==> src/rtl/pwm_pkg.sv <==
// Shared types and constants for the PWM dead-time stage.
package pwm_pkg;

  localparam int DT_WIDTH_DEF = 4;
  localparam int DEAD_MAX     = (2 ** DT_WIDTH_DEF) - 1;

  typedef enum logic [2:0] {
    ST_IDLE,
    ST_LOW,
    ST_DEAD_TO_HI,
    ST_HIGH,
    ST_DEAD_TO_LO,
    ST_FAULT
  } dt_state_t;

  function automatic logic is_dead(input dt_state_t s);
    return (s == ST_DEAD_TO_HI) || (s == ST_DEAD_TO_LO);
  endfunction

endpackage

==> src/rtl/sync_ff.sv <==
// N-stage flop synchronizer with async active-low reset; output is the last stage.
module sync_ff #(
  parameter int STAGES = 2
) (
  input  logic clock,
  input  logic resetN,
  input  logic d,
  output logic q
);

  logic [STAGES-1:0] r_pipe;

  always_ff @(posedge clock or negedge resetN) begin
    if (!resetN) begin
      r_pipe <= '0;
    end else begin
      r_pipe[0] <= d;
      for (int i = 1; i < STAGES; i++) begin
        r_pipe[i] <= r_pipe[i-1];
      end
    end
  end

  assign q = r_pipe[STAGES-1];

endmodule

==> src/rtl/pwm_deadtime.sv <==
// Complementary gate driver with programmable dead time and latched fault shutdown.
//
// state         | meaning
// ST_IDLE       | disabled, both gates off
// ST_LOW        | low-side gate on
// ST_DEAD_TO_HI | both off, counting down before high side turns on
// ST_HIGH       | high-side gate on
// ST_DEAD_TO_LO | both off, counting down before low side turns on
// ST_FAULT      | latched shutdown, both off until faultClear
module pwm_deadtime
  import pwm_pkg::*;
#(
  parameter int DT_WIDTH    = DT_WIDTH_DEF,
  parameter int SYNC_STAGES = 2
) (
  input  logic                clock,
  input  logic                resetN,
  input  logic                enable,
  input  logic                pwmIn,
  input  logic [DT_WIDTH-1:0] deadTime,
  input  logic                fault,
  input  logic                faultClear,
  output logic                outHigh,
  output logic                outLow,
  output logic                faultLatched,
  output logic                busy
);

  logic                w_pwm_q;
  logic                w_fault_q;
  dt_state_t           r_state;
  dt_state_t           w_next_state;
  logic [DT_WIDTH-1:0] r_dead_cnt;
  logic [DT_WIDTH-1:0] w_next_cnt;

  sync_ff #(.STAGES(SYNC_STAGES)) u_sync_pwm (
    .clock  (clock),
    .resetN (resetN),
    .d      (pwmIn),
    .q      (w_pwm_q)
  );

  sync_ff #(.STAGES(SYNC_STAGES)) u_sync_fault (
    .clock  (clock),
    .resetN (resetN),
    .d      (fault),
    .q      (w_fault_q)
  );

  always_comb begin
    w_next_state = r_state;
    w_next_cnt   = r_dead_cnt;
    if (w_fault_q) begin
      w_next_state = ST_FAULT;
    end else if (r_state == ST_FAULT) begin
      // Latched: only an explicit clear releases it, enable alone does not.
      if (faultClear) w_next_state = ST_IDLE;
    end else if (!enable) begin
      w_next_state = ST_IDLE;
    end else begin
      case (r_state)
        ST_IDLE: w_next_state = w_pwm_q ? ST_HIGH : ST_LOW;
        ST_LOW: begin
          if (w_pwm_q) begin
            if (deadTime == '0) begin
              w_next_state = ST_HIGH;
            end else begin
              w_next_state = ST_DEAD_TO_HI;
              w_next_cnt   = deadTime;
            end
          end
        end
        ST_DEAD_TO_HI: begin
          if (!w_pwm_q)                          w_next_state = ST_LOW;
          else if (r_dead_cnt == DT_WIDTH'(1))   w_next_state = ST_HIGH;
          else                                   w_next_cnt   = r_dead_cnt - DT_WIDTH'(1);
        end
        ST_HIGH: begin
          if (!w_pwm_q) begin
            if (deadTime == '0) begin
              w_next_state = ST_LOW;
            end else begin
              w_next_state = ST_DEAD_TO_LO;
              w_next_cnt   = deadTime;
            end
          end
        end
        ST_DEAD_TO_LO: begin
          if (w_pwm_q)                           w_next_state = ST_HIGH;
          else if (r_dead_cnt == DT_WIDTH'(1))   w_next_state = ST_LOW;
          else                                   w_next_cnt   = r_dead_cnt - DT_WIDTH'(1);
        end
        default: w_next_state = ST_IDLE;
      endcase
    end
    if (!is_dead(w_next_state)) w_next_cnt = '0;
  end

  // Outputs register the decode of the next state so they track r_state
  // exactly without adding a cycle of latency.
  always_ff @(posedge clock or negedge resetN) begin
    if (!resetN) begin
      r_state      <= ST_IDLE;
      r_dead_cnt   <= '0;
      outHigh      <= 1'b0;
      outLow       <= 1'b0;
      busy         <= 1'b0;
      faultLatched <= 1'b0;
    end else begin
      r_state      <= w_next_state;
      r_dead_cnt   <= w_next_cnt;
      outHigh      <= (w_next_state == ST_HIGH);
      outLow       <= (w_next_state == ST_LOW);
      busy         <= is_dead(w_next_state);
      faultLatched <= (w_next_state == ST_FAULT);
    end
  end

endmodule

==> config.mk <==
export PLATFORM = sky130hd
export DESIGN_NAME = pwm_deadtime
export DESIGN_NICKNAME = d
export VERILOG_FILES = /design/src/rtl/pwm_pkg.sv /design/src/rtl/sync_ff.sv /design/src/rtl/pwm_deadtime.sv
export SDC_FILE = /design/constraint.sdc
export NUM_CORES = 1
export LEC_CHECK = 0
export ABC_AREA = 1
export BUFFER_PORTS_ARGS = -buffer_cell sky130_fd_sc_hd__clkbuf_2
export CAP_MARGIN = 30
export CORE_MARGIN = 10
export CORE_UTILIZATION = 30
export DETAILED_ROUTE_END_ITERATION = 8
export GPL_ROUTABILITY_DRIVEN = 0
export PLACE_DENSITY_LB_ADDON = 0.1
export SLEW_MARGIN = 10
export SYNTH_ARGS = -nofsm -noshare
export SYNTH_HDL_FRONTEND = slang
export SYNTH_HIERARCHICAL = 1
export SYNTH_SLANG_ARGS = --single-unit
==> constraint.sdc <==
create_clock -name clock -period 2.3 [get_ports clock]
set_clock_uncertainty 0.2 [all_clocks]
set_input_delay 0.575 -clock clock [delete_from_list [all_inputs] [get_ports clock]]
set_output_delay 0.575 -clock clock [all_outputs]
set_load 0.01 [all_outputs]
# [Word level (Yosys, flattened, before mapping)]
# Cells that the tools add are included.
[totals] in_bits=10 wordCells=57 out_inout_bits=4 ff_bits=15
[op_classes] n_eq_ne=19 muxes=25 addsub=1 reduce_logical=4
[op_table] op="$mux 4" count=10
[op_table] op="$mux 3" count=11
[op_table] op="$pmux 4 s4" count=1
[op_table] op="$pmux 3 s5" count=1
[op_table] op="$eq 3x2->1 const B" count=4
[op_table] op="$eq 3x3->1 const B" count=4
[op_table] op="$reduce_and 8->1" count=1
[op_table] op="$eq 3x1->1 const B" count=2
[op_table] op="$ne 2x2->1 const B" count=3
[op_table] op="$ne 3x2->1 const B" count=2
[op_table] op="$ne 3x3->1 const B" count=2
[op_table] op="$ne 5x1->1 const B" count=1
[op_table] op="$eq 4x1->1 const B" count=1
[op_table] op="$logic_not 4->1" count=1
[op_table] op="$sub 4x1->4 const B" count=1
[op_table] op="$logic_not 3->1" count=1
[op_table] op="$mux 2" count=1
[op_table] op="$logic_or 1x1->1" count=1
[op_table] op="$mux 1" count=1

# [Depth between registers and ports, before layout]
# Gate-level depths: netlist of the first run.
[depth] word_depth=11 mapped_depth=11 mapped_depth_nobuf=11

# [Hierarchy]
# The synthesis of the first run kept the hierarchy.
[modules_own_cells] mod="pwm_deadtime" cells_per_inst=87 seq_area_each_um2=275.3 area_per_inst_um2=668.1 instances=1
[modules_own_cells] mod="sync_ff" cells_per_inst=2 seq_area_each_um2=50.0 area_per_inst_um2=50.0 instances=2

# [Worst setup path before layout of the first run]
# No wires, ideal clock.
[synth_timing] path_type="input to register" from="input port deadTime[3]" to="register r_dead_cnt[0]" path_buffers=0 slack_ns=0.794 setup_ns=0.121 required_ns=1.979 arrival_time_ns=1.184 stages=8 path_cell_list="nor2_1 nand2_1 nand3_1 nand2_1 nand2_1 nand3_1 nand3_4 nor2_1"
[synth_between] elab_chain_cells=11 elab_cells_between_ends=29 classes_between="eq/ne (10); mux (16); reduce/logical (3)"
[synth_lines] item="from (decl)" line="pwm_deadtime.sv:20" text="input logic [DT_WIDTH-1:0] deadTime,"
[synth_lines] item="$logic_not 4->1 *" line="pwm_deadtime.sv:65, pwm_deadtime.sv:80"
[synth_lines] item="$mux 3 or $mux 1 (tied branches)" line="pwm_deadtime.sv:80, pwm_deadtime.sv:65"
[synth_lines] item="$mux 3, on equally long branches" line="pwm_deadtime.sv:79, pwm_deadtime.sv:64"
[synth_lines] item="$pmux 3 s5" line="pwm_deadtime.sv:61" text="case (r_state)"
[synth_lines] item="$mux 3" line="pwm_deadtime.sv:58" text="end else if (!enable) begin"
[synth_lines] item="$mux 3" line="pwm_deadtime.sv:55" text="end else if (r_state == ST_FAULT) begin"
[synth_lines] item="$mux 3" line="pwm_deadtime.sv:53" text="if (w_fault_q) begin"
[synth_lines] item="$eq 3x2->1 or $eq 3x3->1 (tied branches)" line="pwm_pkg.sv:17" text="return (s == ST_DEAD_TO_HI) || (s == ST_DEAD_TO_LO);"
[synth_lines] item="$logic_or 1x1->1" line="pwm_pkg.sv:17"
[synth_lines] item="$ne 5x1->1 (no source line), or another cell as far along"
[synth_lines] item="$reduce_and 8->1 (no source line)"
[synth_lines] item="to (signal assigned)" line="pwm_deadtime.sv:111" text="r_dead_cnt <= w_next_cnt;"
[synth_lines] item="to (decl)" line="pwm_deadtime.sv:33" text="logic [DT_WIDTH-1:0] r_dead_cnt;"
# Every way passes the cells marked *; elsewhere a longest branch is shown, timed or not. The select of a mux whose other input is x is not followed.
# A chain may end at the register's enable or synchronous reset.

# [Worst setup path after layout of the first run]
[layout_timing] from="register r_state[0]" to="register r_dead_cnt[2]"
[layout_between] elab_chain_cells=10 elab_cells_between_ends=34 classes_between="eq/ne (15); mux (16); reduce/logical (3)"
[layout_lines] item="from (decl)" line="pwm_deadtime.sv:31" text="dt_state_t r_state;"
[layout_lines] item="from (signal assigned)" line="pwm_deadtime.sv:110" text="r_state <= w_next_state;"
[layout_lines] item="$mux 3, on equally long branches" line="pwm_deadtime.sv:90, pwm_deadtime.sv:75"
[layout_lines] item="$mux 3, on equally long branches" line="pwm_deadtime.sv:89, pwm_deadtime.sv:74"
[layout_lines] item="$pmux 3 s5" line="pwm_deadtime.sv:61"
[layout_lines] item="$mux 3" line="pwm_deadtime.sv:58"
[layout_lines] item="$mux 3" line="pwm_deadtime.sv:55"
[layout_lines] item="$mux 3" line="pwm_deadtime.sv:53"
[layout_lines] item="$eq 3x2->1 or $eq 3x3->1 (tied branches)" line="pwm_pkg.sv:17"
[layout_lines] item="$logic_or 1x1->1" line="pwm_pkg.sv:17"
[layout_lines] item="$ne 5x1->1 (no source line), or another cell as far along"
[layout_lines] item="$reduce_and 8->1 (no source line)"
# Several ways; a longest one is shown, not always the timed one. The select of a mux whose other input is x is not followed.

==> metrics.log, run 1 <==
[metrics] status: completed
[metrics] CTS tree: yes
[metrics] post-detailed-placement half-perimeter wirelength: 1182 microns
[metrics] number of port buffers: 13
[metrics] Overflow after GRT: 0
[metrics] number of nets in the synthesized netlist: 103
[metrics] number of setup violations in the final report: 0
[metrics] met1 track demand over resource: 7.018%
[metrics] share of layout cells above drive strength 1: 28.44%
[metrics] number of nets in the finished design: 122
[metrics] Antenna Nets Post-Route: 0
[metrics] Pint: 390.9 uW
[metrics] synthesized instance count: 91
[metrics] maximum clock frequency: 612.3 MHz
[metrics] Max Cap Viol: 0
[metrics] part of the total power dissipated in the clock network: 25.9%
[metrics] total number of vias: 584
[metrics] warnings from Yosys: 6
[metrics] Syn-to-layout area delta: 18.24%
[metrics] average wire per cell in the routed design: 10.22 microns
[metrics] endpoints failing hold: 0
[metrics] switch share: 29.47%
[metrics] CP Capture Type: flop
[metrics] leading area contributor after synthesis: sky130_fd_sc_hd__dfrtp_1
[metrics] Post-Synthesis Mean Instance Area: 8.442 sq um
[metrics] H-tree levels: 1
[metrics] buffer levels on the longest clock path: 2
[metrics] summed instance area of the synthesized netlist: 768.2 sq um
[metrics] Seq/Total Area, Yosys: 48.86%
[metrics] worst min path class: flop to flop
[metrics] highest-utilization routing layer at the global route stage: met2
[metrics] number of different library cells in the post-synthesis netlist: 21
[metrics] starting density of the core: 31.29%
[metrics] number of gates resized after cts: 0
[metrics] Row Count: 18
[metrics] leakage: 0.0004988 uW
[metrics] unrepaired setup endpoints after global routing: no
[metrics] clock edge transition at the registers on the reported setup and hold paths: 90 ps
[metrics] Clock Latency Late Sink: 280 ps
[metrics] drt pass-1 iters: 4
[metrics] routing usage on met2: 9.381%
[metrics] Chip Width: 70.61 microns
[metrics] post-route fraction of the period consumed by the critical path: 71.01%
[metrics] number of primary I/O pins: 14
[metrics] clock root cell: sky130_fd_sc_hd__clkbuf_4
[metrics] worst slew margin relative to its limit: 76.12%
[metrics] Setup crit start kind: flop
[metrics] initial antenna violation count: 0
[metrics] number of enable flip-flop cells after synthesis: 0
[metrics] Slew @ Worst Pin: 358.2 ps
[metrics] Sink Count: 15
[metrics] first-pass GRT wire length: 2546 microns
[metrics] Avg Vias per Cell: 4.201
[metrics] CORE AREA: 0.002455 sq mm
[metrics] max-slew violation count: 0
[metrics] largest net degree at the start of global routing: 16
[metrics] area fraction of the dominant cell type after synthesis: 48.86%
[metrics] Worst EP arrival: 1590 ps
[metrics] vias in the first global route: 595
[metrics] first-iteration detailed-routing DRC count: 27
[metrics] cts bufs inserted: 3
[metrics] dominant cells by area after synthesis: sky130_fd_sc_hd__dfrtp_1 (49%), sky130_fd_sc_hd__inv_1 (7.8%), sky130_fd_sc_hd__nand2_1 (7.3%)
[metrics] Critical Path RT: 2260 ps
[metrics] number of synthesized register bits: 15
[metrics] relative contribution of sequential cells to total power: 53.7%
[metrics] diode count: 0
[metrics] category of the critical setup timing path: flop to flop
[metrics] Final Hold Slack: 156.0 ps
[metrics] WL final: 1420 microns
[metrics] leading cell types by count after synthesis: sky130_fd_sc_hd__inv_1 (16), sky130_fd_sc_hd__dfrtp_1 (15), sky130_fd_sc_hd__nand2_1 (15)
[metrics] area of the die: 0.004985 sq mm
[metrics] Die H: 70.61 microns
[metrics] final critical path time including I/O delays and setup: 1633 ps
[metrics] Peak supply drop: 0.0003871 V
[metrics] GRT Resource Usage Total: 6.107%
[metrics] power after layout: 554.3 uW
[metrics] Main synth FF type: sky130_fd_sc_hd__dfrtp_1
[metrics] buffer count from post-CTS setup fixing: 0
[metrics] Gate power share: 20.4%
[metrics] highest fanout seen on the critical path: 8
[metrics] power density over the cells: 610.2 mW/mm^2
[metrics] Final TNS setup: 0 ps
[metrics] met3 routing resource usage after global routing: 2.232%
[metrics] switching power summed over all nets: 163.4 uW
[metrics] post-route DRC violation count: 0
[metrics] top-count cell post-synth: sky130_fd_sc_hd__inv_1
[metrics] Async SR Flop Fraction: 100.0%
[cell usage in the layout (no fill, tap or decap)]
master and n:
sky130_fd_sc_hd__nand3_4 1, sky130_fd_sc_hd__nand2_1 15, sky130_fd_sc_hd__o21ai_1 1, sky130_fd_sc_hd__dlygate4sd3_1 1, sky130_fd_sc_hd__nand4_1 1, sky130_fd_sc_hd__nand2_4 2
sky130_fd_sc_hd__ha_1 2, sky130_fd_sc_hd__dfrtp_1 15, sky130_fd_sc_hd__nor2_1 13, sky130_fd_sc_hd__a31oi_1 1, sky130_fd_sc_hd__mux2i_1 1, sky130_fd_sc_hd__xnor2_1 1
sky130_fd_sc_hd__nor2_2 3, sky130_fd_sc_hd__nor3_2 1, sky130_fd_sc_hd__nand2_2 3, sky130_fd_sc_hd__a21oi_1 1, sky130_fd_sc_hd__o21ai_0 4, sky130_fd_sc_hd__clkbuf_2 13
sky130_fd_sc_hd__nand3_1 5, sky130_fd_sc_hd__o31ai_1 1, sky130_fd_sc_hd__clkbuf_4 3, sky130_fd_sc_hd__inv_2 3, sky130_fd_sc_hd__clkinv_2 1, sky130_fd_sc_hd__nand3_2 1
sky130_fd_sc_hd__inv_1 16
[area by class of cell]
type	count	area [sq um]
Inverter	19	71.32
Sequential cell	15	375.4
Clock inverter	1	5.005
Multi-Input combinational cell	57	321.6
Timing Repair Buffer	14	75.07
Fill cell	252	1546
Tap cell	30	37.54
Clock buffer	3	22.52
[sequential cells by signal, summed over array words and instances, names as in the netlist]
register / flops
busy: 1
faultLatched: 1
outHigh: 1
outLow: 1
r_dead_cnt: 4
r_state: 3
u_sync_fault/r_pipe: 2
u_sync_pwm/r_pipe: 2
[what timing repair did]
item | 4_1_cts | 5_1_grt
endpoints found under the setup margin | 0 | 0
hold buffers | 1 | 0
hold endpoints to repair | 15 | 0
[metrics by stage]
step           utilization [%]  cell area [sq um]  cells  setup slack (ps)
2_1_floorplan                -              768.2     91             794.4
3_3_place_gp             35.47              870.8    134             562.8
3_5_place_dp             35.47              870.8    134             591.8
4_1_cts                  37.00              908.4    139             654.2
5_1_grt                  37.00              908.4    139             528.6
6_report                 37.00              908.4    139             666.8
[power by group through the flow]
stage / logic [uW] / clock network [uW] / registers [uW]
after detailed placement: 115 / 0 / 302
after CTS: 117 / 154 / 297
after global routing: 133 / 162 / 300
after floorplan: 79.0 / 0 / 302
after global placement: 117 / 0 / 303
final: 113 / 144 / 297
[routing by layer]
layer / vias to the layer above / share of wire [%]
met5: - / 0
met4: 0 / 0.99
met3: 2 / 5.8
met2: 9 / 46
met1: 260 / 47
li1: 313 / -
[worst max-delay path, cell delays in order, from the launching register on]
cell	delay (ps)
sky130_fd_sc_hd__dfrtp_1	460
sky130_fd_sc_hd__nor2_2	220
sky130_fd_sc_hd__nand2_2	90
sky130_fd_sc_hd__nand2_4	120
sky130_fd_sc_hd__nand2_2	50
sky130_fd_sc_hd__nand2_1	70
sky130_fd_sc_hd__inv_2	40
sky130_fd_sc_hd__nand2_2	80
sky130_fd_sc_hd__nand2_4	70
sky130_fd_sc_hd__nand3_4	80
sky130_fd_sc_hd__nor2_1	50
[cell families (layout without fill, tap and decap cells)]
kind of cell               after synthesis  after routing  synth area share, %
muxes                                    1              1                1.303
DFF                                     15             15                48.86
adders and majority gates                2              2                3.257
and+or+nand+nor                         45             45                30.46
AOI/OAI and AO/OA                        8              8                5.700
xor gates and xnor gates                 1              1                1.140
buffers and inverters                   19             37                9.284
[path summary, 6_finish.rpt]
| check | from | endpoint | slack (ps) | cells after the start |
|---|---|---|---|---|
| worst max-delay path | r_state[0] | r_dead_cnt[2] | 670 | 10 |
| worst min-delay path | u_sync_fault/r_pipe[0] | u_sync_fault/r_pipe[1] | 160 | 0 |
| worst max register to register | r_state[0] | r_dead_cnt[2] | 670 | 10 |
| worst min register to register | u_sync_fault/r_pipe[0] | u_sync_fault/r_pipe[1] | 160 | 0 |
| max in group asynchronous | resetN | r_dead_cnt[3] | 1100 | 2 |
| min in group asynchronous | resetN | u_sync_fault/r_pipe[0] | 530 | 2 |
(Power assumes the default switching activity.)
==> run 2, diff against run 1 <==
- ABC_AREA: 1 -> 0
- clock period: 2.3 -> 1.7 ns (I/O delays scaled with it)
==> metrics.log, run 2 <==
[metrics] Peak supply drop: 0.0004451 V (+15%)
[metrics] area fraction of the dominant cell type after synthesis: 46.08% (-2.8 points)
[metrics] worst reg2reg path endpoint: r_dead_cnt[3]
[metrics] Die H: 72.11 microns (+2.1%)
[metrics] Setup crit start kind: flop
[metrics] worst reg2reg path depth: 7 (-3)
[metrics] number of flip-flops under the largest register name: 4 (unchanged)
[metrics] average wire per cell in the routed design: 13.39 microns (+31%)
[metrics] Sink Count: 15 (unchanged)
[metrics] clock root cell: sky130_fd_sc_hd__clkbuf_4
[metrics] number of nets in the synthesized netlist: 87 (-16%)
[metrics] cell area after layout: 0.001215 sq mm (+34%)
[metrics] vias in the first global route: 786 (+32%)
[metrics] cell type of the slowest stage on the worst timing path: sky130_fd_sc_hd__dfrtp_1
[metrics] leading area contributor after synthesis: sky130_fd_sc_hd__dfrtp_1
[metrics] failing checks: negative setup slack
[metrics] total number of vias: 712 (+22%)
[metrics] main combinational cell family by area after synthesis: simple AND/OR/NAND/NOR gates
[metrics] synthesized instance count: 75 (-18%)
[metrics] clock edge transition at the registers on the reported setup and hold paths: 80 ps (about the same)
[metrics] Chip Width: 72.11 microns (+2.1%)
[metrics] final critical path time including I/O delays and setup: 2107 ps (+473.6 ps)
[metrics] post-route insts no fill: 148 (+6.5%)
[metrics] WL final: 1981 microns (+40%)
[metrics] first-pass GRT wire length: 3422 microns (+34%)
[metrics] number of different library cells in the post-synthesis netlist: 34 (+62%)
[metrics] endpoints failing hold: 0 (unchanged)
[metrics] largest register by flop count: r_dead_cnt
[metrics] number of enable flip-flop cells after synthesis: 0 (unchanged)
[metrics] summed instance area of the synthesized netlist: 814.5 sq um (+6.0%)
[metrics] drt pass-1 iters: 3 (-1)
[metrics] area of the multi-input gates: 467.9 sq um (+46%)
[metrics] count of filler cells inserted in the layout: 257 (+2.0%)
[metrics] first-iteration detailed-routing DRC count: 16 (-41%)
[metrics] registers with the most flip-flops: r_dead_cnt: 4 flops, r_state: 3 flops
[metrics] reg2reg start: r_dead_cnt[1]
[metrics] # placed instances: 135 (+0.75%)
[metrics] Worst EP arrival: 2070 ps (+480 ps)
[metrics] buffer levels on the longest clock path: 2 (unchanged)
[metrics] max-slew violation count: 0 (unchanged)
[metrics] initial antenna violation count: 0 (unchanged)
[metrics] status: finished with violations
[metrics] CP cell instances: inv_2, ha_4, or3b_4, a211o_1, a31o_4, o211ai_4, a21oi_1
[metrics] unrepaired setup endpoints after global routing: yes
[metrics] xor/xnor share of the synthesized area: 1.997% (+0.86 points)
[metrics] starting density of the core: 32.01% (+0.71 points)
[metrics] power density over the cells: 637.6 mW/mm^2 (+4.5%)
[metrics] Overflow after GRT: 0 (unchanged)
[metrics] area of the die: 0.005199 sq mm (+4.3%)
[metrics] largest net degree at the start of global routing: 16 (unchanged)
[metrics] register-to-register path setup slack: -410 ps (-1070 ps)
[metrics] number of setup violations in the final report: 10 (+10)
[metrics] most frequent standard cell in the layout excluding fill and tap cells: sky130_fd_sc_hd__buf_4
[metrics] worst slew margin relative to its limit: 72.95% (-3.2 points)
[metrics] Main synth FF type: sky130_fd_sc_hd__dfrtp_1
[metrics] maximum clock frequency: 474.6 MHz (-22%)
[metrics] highest fanout seen on the critical path: 5 (-3)
[metrics] post-route DRC violation count: 0 (unchanged)
[metrics] Slew @ Worst Pin: 402.0 ps (+43.80 ps)
[metrics] CP Capture Type: flop
[metrics] least setup slack across all paths after layout: -406.8 ps (-1074 ps)
[metrics] number of nets in the finished design: 131 (+7.4%)
[metrics] number of port buffers: 13 (unchanged)
[metrics] Row Count: 18 (unchanged)
[metrics] Placement Cell Area: 0.001055 sq mm (+21%)
[metrics] Seq/Total Area, Yosys: 46.08% (-2.8 points)
[metrics] leading cell types in the layout, fill and taps excluded: sky130_fd_sc_hd__buf_4 (26), sky130_fd_sc_hd__dfrtp_1 (15), sky130_fd_sc_hd__clkbuf_2 (13)
[metrics] category of the critical setup timing path: flop to flop
[metrics] largest incremental delay on the critical path: 400 ps (-60 ps)
[metrics] fraction of the mapped netlist area in adder cells: 3.072% (-0.19 points)
[metrics] Async SR Flop Fraction: 100.0% (unchanged)
[metrics] last element of the critical path: r_dead_cnt[3]
[metrics] GRT Resource Usage Total: 7.900% (+1.8 points)
[metrics] leakage: 0.0005445 uW (+9.2%)
[metrics] multiplexer fraction of the synthesized cell area: 0% (-1.3 points)
[metrics] Post-Synthesis Mean Instance Area: 10.86 sq um (+29%)
[metrics] worst min path class: input pin to flop
[metrics] sequential cell area: 375.4 sq um (unchanged)
[metrics] Clock Latency Late Sink: 280 ps (about the same)
[metrics] dominant cells by area after synthesis: sky130_fd_sc_hd__dfrtp_1 (46%), sky130_fd_sc_hd__o21ai_0 (4.9%), sky130_fd_sc_hd__ha_1 (3.1%)
[metrics] post-detailed-placement half-perimeter wirelength: 1400 microns (+18%)
[metrics] Avg Vias per Cell: 4.811 (+15%)
[metrics] leading cell types by count after synthesis: sky130_fd_sc_hd__dfrtp_1 (15), sky130_fd_sc_hd__o21ai_0 (8), sky130_fd_sc_hd__inv_1 (4), sky130_fd_sc_hd__nand2_1 (4), sky130_fd_sc_hd__nor2_1 (4)
[metrics] number of primary I/O pins: 14 (unchanged)
[metrics] Critical Path RT: 1660 ps (-600 ps)
[metrics] CORE AREA: 0.002545 sq mm (+3.7%)
[metrics] top-count cell post-synth: sky130_fd_sc_hd__dfrtp_1
[metrics] share of layout cells above drive strength 1: 54.24% (+26 points)
[metrics] cts bufs inserted: 3 (unchanged)
[metrics] Antenna Nets Post-Route: 0 (unchanged)
[metrics] beginning of the critical path: r_dead_cnt[1]
[metrics] H-tree levels: 1 (unchanged)
[metrics] CTS tree: yes
[metrics] diode count: 0 (unchanged)
[metrics] post-route fraction of the period consumed by the critical path: 123.9% (+53 points)
[metrics] warnings from Yosys: 6 (unchanged)
[metrics] number of synthesized register bits: 15 (unchanged)
[metrics] Max Cap Viol: 0 (unchanged)
[metrics] Syn-to-layout area delta: 49.16%
[metrics] post-synthesis compound-gate area fraction: 20.43% (+15 points)
[metrics] post-synthesis simple-gate area fraction: 22.89% (-7.6 points)
[run 2: changes by cell type in the layout (fill, tap and decap cells not counted), sizes merged, moves of 6 or more]
cell   previous run  this run
buf               0        28
nand2            20         4
inv              19         4
nor2             16         5
nand3             7         1
[run 2: metal layers]
layer / wire length, microns / global-route usage (%) / up-vias
met2: 936 / 12.83 / 12
met4: 36 / 4.516 / 0
met5: 0 / 0 / -
li1: - / - / 357
met1: 928 / 9.313 / 339
met3: 80 / 1.769 / 4
[run 2: what timing repair did]
item,in CTS,in global routing
setup buffers,6,2
hold buffers,1,0
resized for setup,10,2
setup endpoints to repair,10,10
endpoints found under the hold margin,15,0
pin swaps,4,2
[run 2: cell families (layout without fill, tap and decap cells)]
kind of cell / after synthesis / in the layout
AO/OA/AOI/OAI: 23 / 23
XOR/XNOR: 1 / 1
adder cells (fa/ha/maj): 2 / 2
buffers and inverters: 7 / 50
flip-flops: 15 / 15
AND/OR/NAND/NOR: 27 / 27
[run 2: final cells by class]
cell class / instances / share of cell area (%)
inverters: 4 / 1.236
well taps: 30 / 3.090
multi-input cells: 53 / 38.52
repair buffers: 42 / 24.10
flip-flops and latches: 15 / 30.90
clock buffers: 4 / 2.163
[run 2: power by group]
group | internal, uW | switching [uW]
sequential | 371 | 14.5
combinational | 95.3 | 94.9
clock | 91.1 | 107
total | 558 | 217
[run 2: worst min-delay path by stage]
stage,end,from,cells past startpoint,slack (ps)
detailed placement,u_sync_pwm/r_pipe[1],u_sync_pwm/r_pipe[0],0,140
floorplan,busy,resetN,0,-70
CTS,u_sync_fault/r_pipe[0],fault,1,30
global route,u_sync_fault/r_pipe[0],fault,1,30
finish,u_sync_fault/r_pipe[0],fault,1,40
global placement,u_sync_pwm/r_pipe[1],u_sync_pwm/r_pipe[0],0,140
[run 2: worst max-delay path, delay by kind of cell, from the launching register on]
| kind | cells | cell delay (ps) |
|---|---|---|
| AOI/OAI and AO/OA | 4 | 800 |
| buffers and inverters | 1 | 80 |
| DFF | 1 | 400 |
| and+or+nand+nor | 1 | 370 |
| adders and majority gates | 1 | 120 |
[run 2: stage by stage]
stage	TNS [ps]	total power [uW]	utilization, %	hold slack [ps]	setup WS [ps]
floorplan	-1909	489.8	-	-70.59	-280.8
global placement	-3183	557.9	41.45	137.6	-426.8
detailed placement	-2859	557.2	41.45	138.7	-383.7
CTS	-2757	777.9	46.71	31.83	-386.1
global route	-3861	820.8	47.74	31.39	-508.2
finish	-3042	774.6	47.74	44.79	-406.8
